**src/rtl/display_pkg.sv**
```systemverilog
// Shared definitions for the dual-digit display multiplexer.
//   mux_state_t : scheduler states, visited BLANK_L -> DRIVE_L -> BLANK_R -> DRIVE_R
//   SEG_OFF     : active-low segment pattern with every segment dark
//   GLYPHS      : active-low hex glyphs 0-F, bit order {g,f,e,d,c,b,a}
package display_pkg;

    typedef enum logic [1:0] {
        BLANK_L = 2'd0,
        DRIVE_L = 2'd1,
        BLANK_R = 2'd2,
        DRIVE_R = 2'd3
    } mux_state_t;

    localparam logic [6:0] SEG_OFF = 7'h7F;

    // b and d are the lowercase glyphs so they stay distinct from 8 and 0.
    localparam logic [6:0] GLYPHS [16] = '{
        7'h40, 7'h79, 7'h24, 7'h30,   // 0 1 2 3
        7'h19, 7'h12, 7'h02, 7'h78,   // 4 5 6 7
        7'h00, 7'h10, 7'h08, 7'h03,   // 8 9 A b
        7'h46, 7'h21, 7'h06, 7'h0E    // C d E F
    };

    function automatic logic is_blank(input mux_state_t s);
        return (s == BLANK_L) || (s == BLANK_R);
    endfunction

endpackage

```
**src/rtl/seg_decoder.sv**
```systemverilog
// Hex to seven-segment glyph lookup, purely combinational.
//   i_hex : 4-bit hex digit
//   o_seg : active-low segments {g,f,e,d,c,b,a}
module seg_decoder
    import display_pkg::*;
(
    input  logic [3:0] i_hex,
    output logic [6:0] o_seg
);

    assign o_seg = GLYPHS[i_hex];

endmodule

```
**src/rtl/display_mux_scheduler.sv**
```systemverilog
// Time-multiplexing scheduler for the shared seven-segment bus. Alternates the
// bus between the left and right digits, inserting an all-off blanking interval
// before every visit, and snapshots both digits and the mask once per frame.
//   clk          : system clock
//   reset        : asynchronous active-low reset
//   digit_left   : hex value for the left digit
//   digit_right  : hex value for the right digit
//   blank_mask   : bit1 darkens the left visit, bit0 the right visit
//   seg_out      : shared segment bus, active-low {g,f,e,d,c,b,a}
//   toggle_left  : left digit enable, active-low
//   toggle_right : right digit enable, active-low
//   frame_done   : one-cycle pulse on the last DRIVE_R cycle
module display_mux_scheduler
    import display_pkg::*;
#(
    parameter int DWELL_CYCLES = 24000,
    parameter int BLANK_CYCLES = 240
) (
    input  logic       clk,
    input  logic       reset,
    input  logic [3:0] digit_left,
    input  logic [3:0] digit_right,
    input  logic [1:0] blank_mask,
    output logic [6:0] seg_out,
    output logic       toggle_left,
    output logic       toggle_right,
    output logic       frame_done
);

    localparam int MAX_LEN = (DWELL_CYCLES > BLANK_CYCLES) ? DWELL_CYCLES : BLANK_CYCLES;
    localparam int CNT_W   = $clog2(MAX_LEN + 1);
    localparam bit HAS_BLANK = (BLANK_CYCLES > 0);

    localparam logic [CNT_W-1:0] DWELL_LOAD = CNT_W'(DWELL_CYCLES - 1);
    localparam logic [CNT_W-1:0] BLANK_LOAD = CNT_W'(HAS_BLANK ? BLANK_CYCLES - 1 : 0);

    // With blanking disabled the frame (and the snapshot) begins at DRIVE_L.
    localparam mux_state_t FRAME_START = HAS_BLANK ? BLANK_L : DRIVE_L;

    if (DWELL_CYCLES < 1) begin : g_bad_dwell
        $error("display_mux_scheduler: DWELL_CYCLES must be >= 1");
    end
    if (BLANK_CYCLES < 0) begin : g_bad_blank
        $error("display_mux_scheduler: BLANK_CYCLES must be >= 0");
    end

    mux_state_t       r_state;
    logic [CNT_W-1:0] r_cnt;
    // Low from reset until the first edge after release, which performs the
    // initial frame-start entry and takes the first snapshot.
    logic             r_started;
    logic [3:0]       r_snap_left;
    logic [3:0]       r_snap_right;
    logic [1:0]       r_snap_mask;

    mux_state_t       w_next_state;
    logic [CNT_W-1:0] w_next_cnt;
    logic             w_load;
    logic             w_capture;
    logic [3:0]       w_left;
    logic [3:0]       w_right;
    logic [1:0]       w_mask;
    logic [3:0]       w_dec_in;
    logic [6:0]       w_glyph;
    logic [6:0]       w_seg_nxt;
    logic             w_tl_nxt;
    logic             w_tr_nxt;
    logic             w_fd_nxt;

    always_comb begin
        // NOTE: every signal gets a default before any branch, so no path
        // leaves one unassigned and no latch is inferred.
        w_next_state = r_state;
        w_next_cnt   = r_cnt;
        w_load       = 1'b0;
        w_capture    = 1'b0;
        if (!r_started) begin
            w_next_state = FRAME_START;
            w_load       = 1'b1;
            w_capture    = 1'b1;
        end else if (r_cnt != '0) begin
            w_next_cnt = r_cnt - CNT_W'(1);
        end else begin
            w_load = 1'b1;
            unique case (r_state)
                BLANK_L: w_next_state = DRIVE_L;
                DRIVE_L: w_next_state = HAS_BLANK ? BLANK_R : DRIVE_R;
                BLANK_R: w_next_state = DRIVE_R;
                DRIVE_R: w_next_state = FRAME_START;
            endcase
            w_capture = (w_next_state == FRAME_START);
        end
        if (w_load) begin
            w_next_cnt = is_blank(w_next_state) ? BLANK_LOAD : DWELL_LOAD;
        end
    end

    // The registered outputs describe the state being entered, so the snapshot
    // taken on this edge must already be visible (matters when DRIVE_L opens
    // the frame with blanking disabled).
    assign w_left   = w_capture ? digit_left  : r_snap_left;
    assign w_right  = w_capture ? digit_right : r_snap_right;
    assign w_mask   = w_capture ? blank_mask  : r_snap_mask;
    assign w_dec_in = (w_next_state == DRIVE_R) ? w_right : w_left;

    seg_decoder u_seg_decoder (
        .i_hex (w_dec_in),
        .o_seg (w_glyph)
    );

    always_comb begin
        w_seg_nxt = SEG_OFF;
        w_tl_nxt  = 1'b1;
        w_tr_nxt  = 1'b1;
        unique case (w_next_state)
            DRIVE_L: begin
                if (!w_mask[1]) begin
                    w_seg_nxt = w_glyph;
                    w_tl_nxt  = 1'b0;
                end
            end
            DRIVE_R: begin
                if (!w_mask[0]) begin
                    w_seg_nxt = w_glyph;
                    w_tr_nxt  = 1'b0;
                end
            end
            BLANK_L, BLANK_R: begin
            end
        endcase
        w_fd_nxt = (w_next_state == DRIVE_R) && (w_next_cnt == '0);
    end

    always_ff @(posedge clk or negedge reset) begin
        if (!reset) begin
            r_state      <= BLANK_L;
            r_cnt        <= BLANK_LOAD;
            r_started    <= 1'b0;
            r_snap_left  <= 4'h0;
            r_snap_right <= 4'h0;
            r_snap_mask  <= 2'b11;
            seg_out      <= SEG_OFF;
            toggle_left  <= 1'b1;
            toggle_right <= 1'b1;
            frame_done   <= 1'b0;
        end else begin
            // NOTE: non-blocking assignments, so every register samples the
            // values from before this edge regardless of statement order.
            r_state      <= w_next_state;
            r_cnt        <= w_next_cnt;
            r_started    <= 1'b1;
            r_snap_left  <= w_left;
            r_snap_right <= w_right;
            r_snap_mask  <= w_mask;
            seg_out      <= w_seg_nxt;
            toggle_left  <= w_tl_nxt;
            toggle_right <= w_tr_nxt;
            frame_done   <= w_fd_nxt;
        end
    end

endmodule

```
**config.mk**
```make
export PLATFORM = sky130hd
export DESIGN_NAME = display_mux_scheduler
export DESIGN_NICKNAME = d
export VERILOG_FILES = /design/src/rtl/display_pkg.sv /design/src/rtl/seg_decoder.sv /design/src/rtl/display_mux_scheduler.sv
export SDC_FILE = /design/constraint.sdc
export NUM_CORES = 1
export LEC_CHECK = 0
export BUFFER_PORTS_ARGS = -buffer_cell sky130_fd_sc_hd__buf_2
export CORE_MARGIN = 1
export CORE_UTILIZATION = 65
export CTS_BUF_LIST = sky130_fd_sc_hd__clkbuf_4 sky130_fd_sc_hd__clkbuf_8
export DETAILED_ROUTE_END_ITERATION = 7
export HOLD_SLACK_MARGIN = 0.1
export PLACE_DENSITY = 0.86
export SLEW_MARGIN = 10
export SYNTH_ARGS = -nofsm -noshare
export SYNTH_HDL_FRONTEND = slang
export SYNTH_HIERARCHICAL = 1
export SYNTH_SLANG_ARGS = --single-unit
export TNS_END_PERCENT = 30
```
**constraint.sdc**
```tcl
create_clock -name clk -period 7.25 [get_ports clk]
set_input_delay 0.725 -clock clk [delete_from_list [all_inputs] [get_ports clk]]
set_output_delay 0.725 -clock clk [all_outputs]
set_load 0.005 [all_outputs]
```
==> flow_summary.yaml <==
clock_network:
  cts_tree: "done"
  post_cts_resized: 0
  clockBufferDepth: 2
  path_clk_slew_ns: 0.12
  cts-buffers-inserted: 5
  ctsHtreeMaxLevel: 2
  clock-sinks: 38
  postCtsHoldBufs: 0
  postCtsSetupRepairBufs: 0
  cts-root-buf: "clkbuf_4"
  clk_latency_ns: 0.35
global_route:
  grt_max_degree: 39
  grt_antenna_before_repair: 0
  grt_pass1_vias: 1541
  track_usage_pct: 27.2
  grt_pass1_wl_um: 7240
  grt_overflow: 0
setup_path:
  slowest_delay_ns: 0.89
  cpMostUsedCell: "mux2i_1"
  cpMaxStageDelayCell: "mux2i_1"
  critPathRequiredTime_ns: 7.53
  crit_type: "flop to flop"
  cp-start-kind: "flop"
  critical_path.cell_chain: "nor4_1, and4_1, mux2i_4, mux2i_1, mux2i_1, nand2_1, o21a_1, o21ai_1, o21bai_1"
  critPathCaptureType: "flop"
  crit_fanout: 14
  path_delay_family: "multiplexers"
  critPathBufInv: 0
  cp.arrival_ns: 4.03
  rrSetupSlack_ns: 3.50
routing:
  wl_um: 4610
  firstDrtPassIters: 4
  wl_per_cell_um: 16.2
  routed_via_density: 5.91
  vias: 1678
  final_antenna_net_count: 0
  dr.first_iter.drc_count: 100
  drc: 0
yosys:
  syn-mean-instance-area_um2: 10.7
  synth_common_cells: "dfrtp_1 (20), dfstp_2 (18), nand2_1 (17)"
  yosys.cell_count.top_type: "dfrtp_1"
  postSynthCellCount: 215
  synthFlopType: "dfrtp_1"
  synth_cell_types: 55
  synth_seq_cells: 38
  yosysSeqAreaShare_pct: 42.4
  ys_warn_count: 6
  synth_edf_count: 0
  synth_fp_nets: 239
  synth_area_mm2: 0.00229
  synth_top_area_share_pct: 21.8
  netlist_top_cells_area: "dfrtp_1 (22%), dfstp_2 (21%), ha_1 (6.5%), mux2i_1 (6.5%), nand2_1 (2.8%)"
  async_flop_share_pct: 100
  synth_top_area_cell: "dfrtp_1"
placement:
  portBuffers: 21
  hpwl_um: 3300
  dpl_cell_area_mm2: 0.00241
  place_congestion: 0.875
sta:
  final-max-slew-violation-count: 0
  post-route-period-util_pct: 51.7
  rsz0062_at_grt: "false"
  hold_viol: 0
  min_period_ns: 3.75
  fin_setup_tns_ns: 0
  setup_violations: 0
  maxSlewHeadroom_pct: 23.3
  max_freq_mhz: 267
  worstMarginPinSlew_ns: 1.12
  skew_ns: 0.00797
cells_and_area:
  antenna_cells: 0
  syn_to_final_growth_pct: 9.71
  fin_nets: 261
  stdcell_area_mm2: 0.00252
  drive_above_1_share_pct: 27.7
  fillCellCount: 259
outcome:
  status: "completed"
die:
  io_pins: 22
  die_w_um: 61.4
  die_area_mm2: 0.00377
  rows: 21
  die-height_um: 61.4
  fp.coreArea_mm2: 0.00336
  start_util_pct: 68.2
job:
  max_cap_violations: 0
pwr:
  powerDensity_mw_per_mm2: 186
  ir_drop_uv: 146
  p_leak_nw: 1.03
hold_path:
  min_path_type: "input port to async pin"
-- final timing paths --
kind                                                   to          startpoint  depth (start not counted)
worst max-delay path                 seg_out[5]$_DFF_PN1_  r_cnt[8]$_DFF_PN0_                          9
worst min-delay path                  r_cnt[11]$_DFF_PN0_               reset                          1
worst max register to register       seg_out[5]$_DFF_PN1_  r_cnt[8]$_DFF_PN0_                          9
worst min register to register         r_cnt[0]$_DFF_PN1_  r_cnt[0]$_DFF_PN1_                          1
max in group asynchronous       r_snap_right[1]$_DFF_PN0_               reset                          1
min in group clk                       r_cnt[0]$_DFF_PN1_  r_cnt[0]$_DFF_PN1_                          1
-- placed cells by master (no fill, tap or decap), types with 3 or more instances in the layout --
| master | synthesis | routed |
|---|---|---|
| o21a_1 | 4 | 4 |
| nand3_1 | 4 | 4 |
| nor2_1 | 11 | 11 |
| xnor2_1 | 6 | 6 |
| xor2_1 | 3 | 3 |
| o21ai_1 | 7 | 7 |
| a21oi_1 | 11 | 11 |
| or4_1 | 3 | 3 |
| o211ai_1 | 4 | 4 |
| ha_1 | 12 | 12 |
| clkbuf_4 | 0 | 5 |
| buf_2 | 1 | 21 |
| inv_1 | 10 | 10 |
| nor3b_1 | 3 | 3 |
| nand2_1 | 17 | 17 |
| mux2_2 | 5 | 5 |
| mux2i_1 | 15 | 15 |
| o21bai_1 | 8 | 8 |
| dfrtp_1 | 20 | 20 |
| nor3_1 | 7 | 7 |
| mux2_1 | 4 | 4 |
| dfstp_2 | 18 | 18 |
-- worst reg2reg max path, delay by kind of cell, from the launching register on --
| family | cells | cell delay [ns] |
|---|---|---|
| mux | 3 | 1.57 |
| flops | 1 | 0.45 |
| simple gates | 3 | 1.21 |
| compound gates | 3 | 0.45 |
-- logic make-up after synthesis --
family | Yosys count | share of synthesized area, %
DFF | 38 | 42.4
adders and majority gates | 12 | 6.55
muxes | 25 | 11.9
other | 1 | 0.164
AOI/OAI and AO/OA | 49 | 15.5
xor gates and xnor gates | 9 | 3.44
buffers and inverters | 19 | 4.15
and+or+nand+nor | 62 | 15.8
-- final cells by class --
class | count | area (um2) | share of cell area [%]
inverter | 13 | 48.8 | 1.94
clock buffer | 5 | 37.5 | 1.49
sequential | 38 | 973 | 38.7
timing repair buffer | 21 | 105 | 4.18
clock inverter | 3 | 68.8 | 2.73
tap | 46 | 57.6 | 2.29
multi-input combinational | 158 | 1220 | 48.7
-- through the flow --
| stage | setup WS (ns) | hold WS (ns) | utilization (%) | power, W | cells |
|---|---|---|---|---|---|
| floorplan | 4.20 | 0.429 | - | 0.000273 | 215 |
| global placement | 3.72 | 0.457 | 71.7 | 0.000285 | 276 |
| detailed placement | 3.60 | 0.464 | 71.7 | 0.000289 | 276 |
| CTS | 3.55 | 0.471 | 74.8 | 0.000470 | 284 |
| global route | 3.22 | 0.509 | 74.8 | 0.000486 | 284 |
| finish | 3.50 | 0.448 | 74.8 | 0.000467 | 284 |
-- state kept, by name, indices dropped and copies added (netlist names) --
name,flops
r_cnt,15
seg_out,7
r_snap_left,4
r_snap_right,4
toggle_right,1
r_state,2
r_snap_mask,2
toggle_left,1
r_started,1
frame_done,1
-- where the power goes --
| part | switching (W) | internal [W] | leakage, nW |
|---|---|---|---|
| combinational | 0.0000332 | 0.0000237 | 0.527 |
| sequential | 0.00000696 | 0.000222 | 0.445 |
| clock | 0.0000737 | 0.000108 | 0.0554 |
-- metal layers --
layer	part of all wire [%]	track usage (%)
met5	0	0
met4	0.63	8.25
met3	4.3	6.93
met2	51	44.3
met1	44	36.2
(Power assumes the default switching activity.)
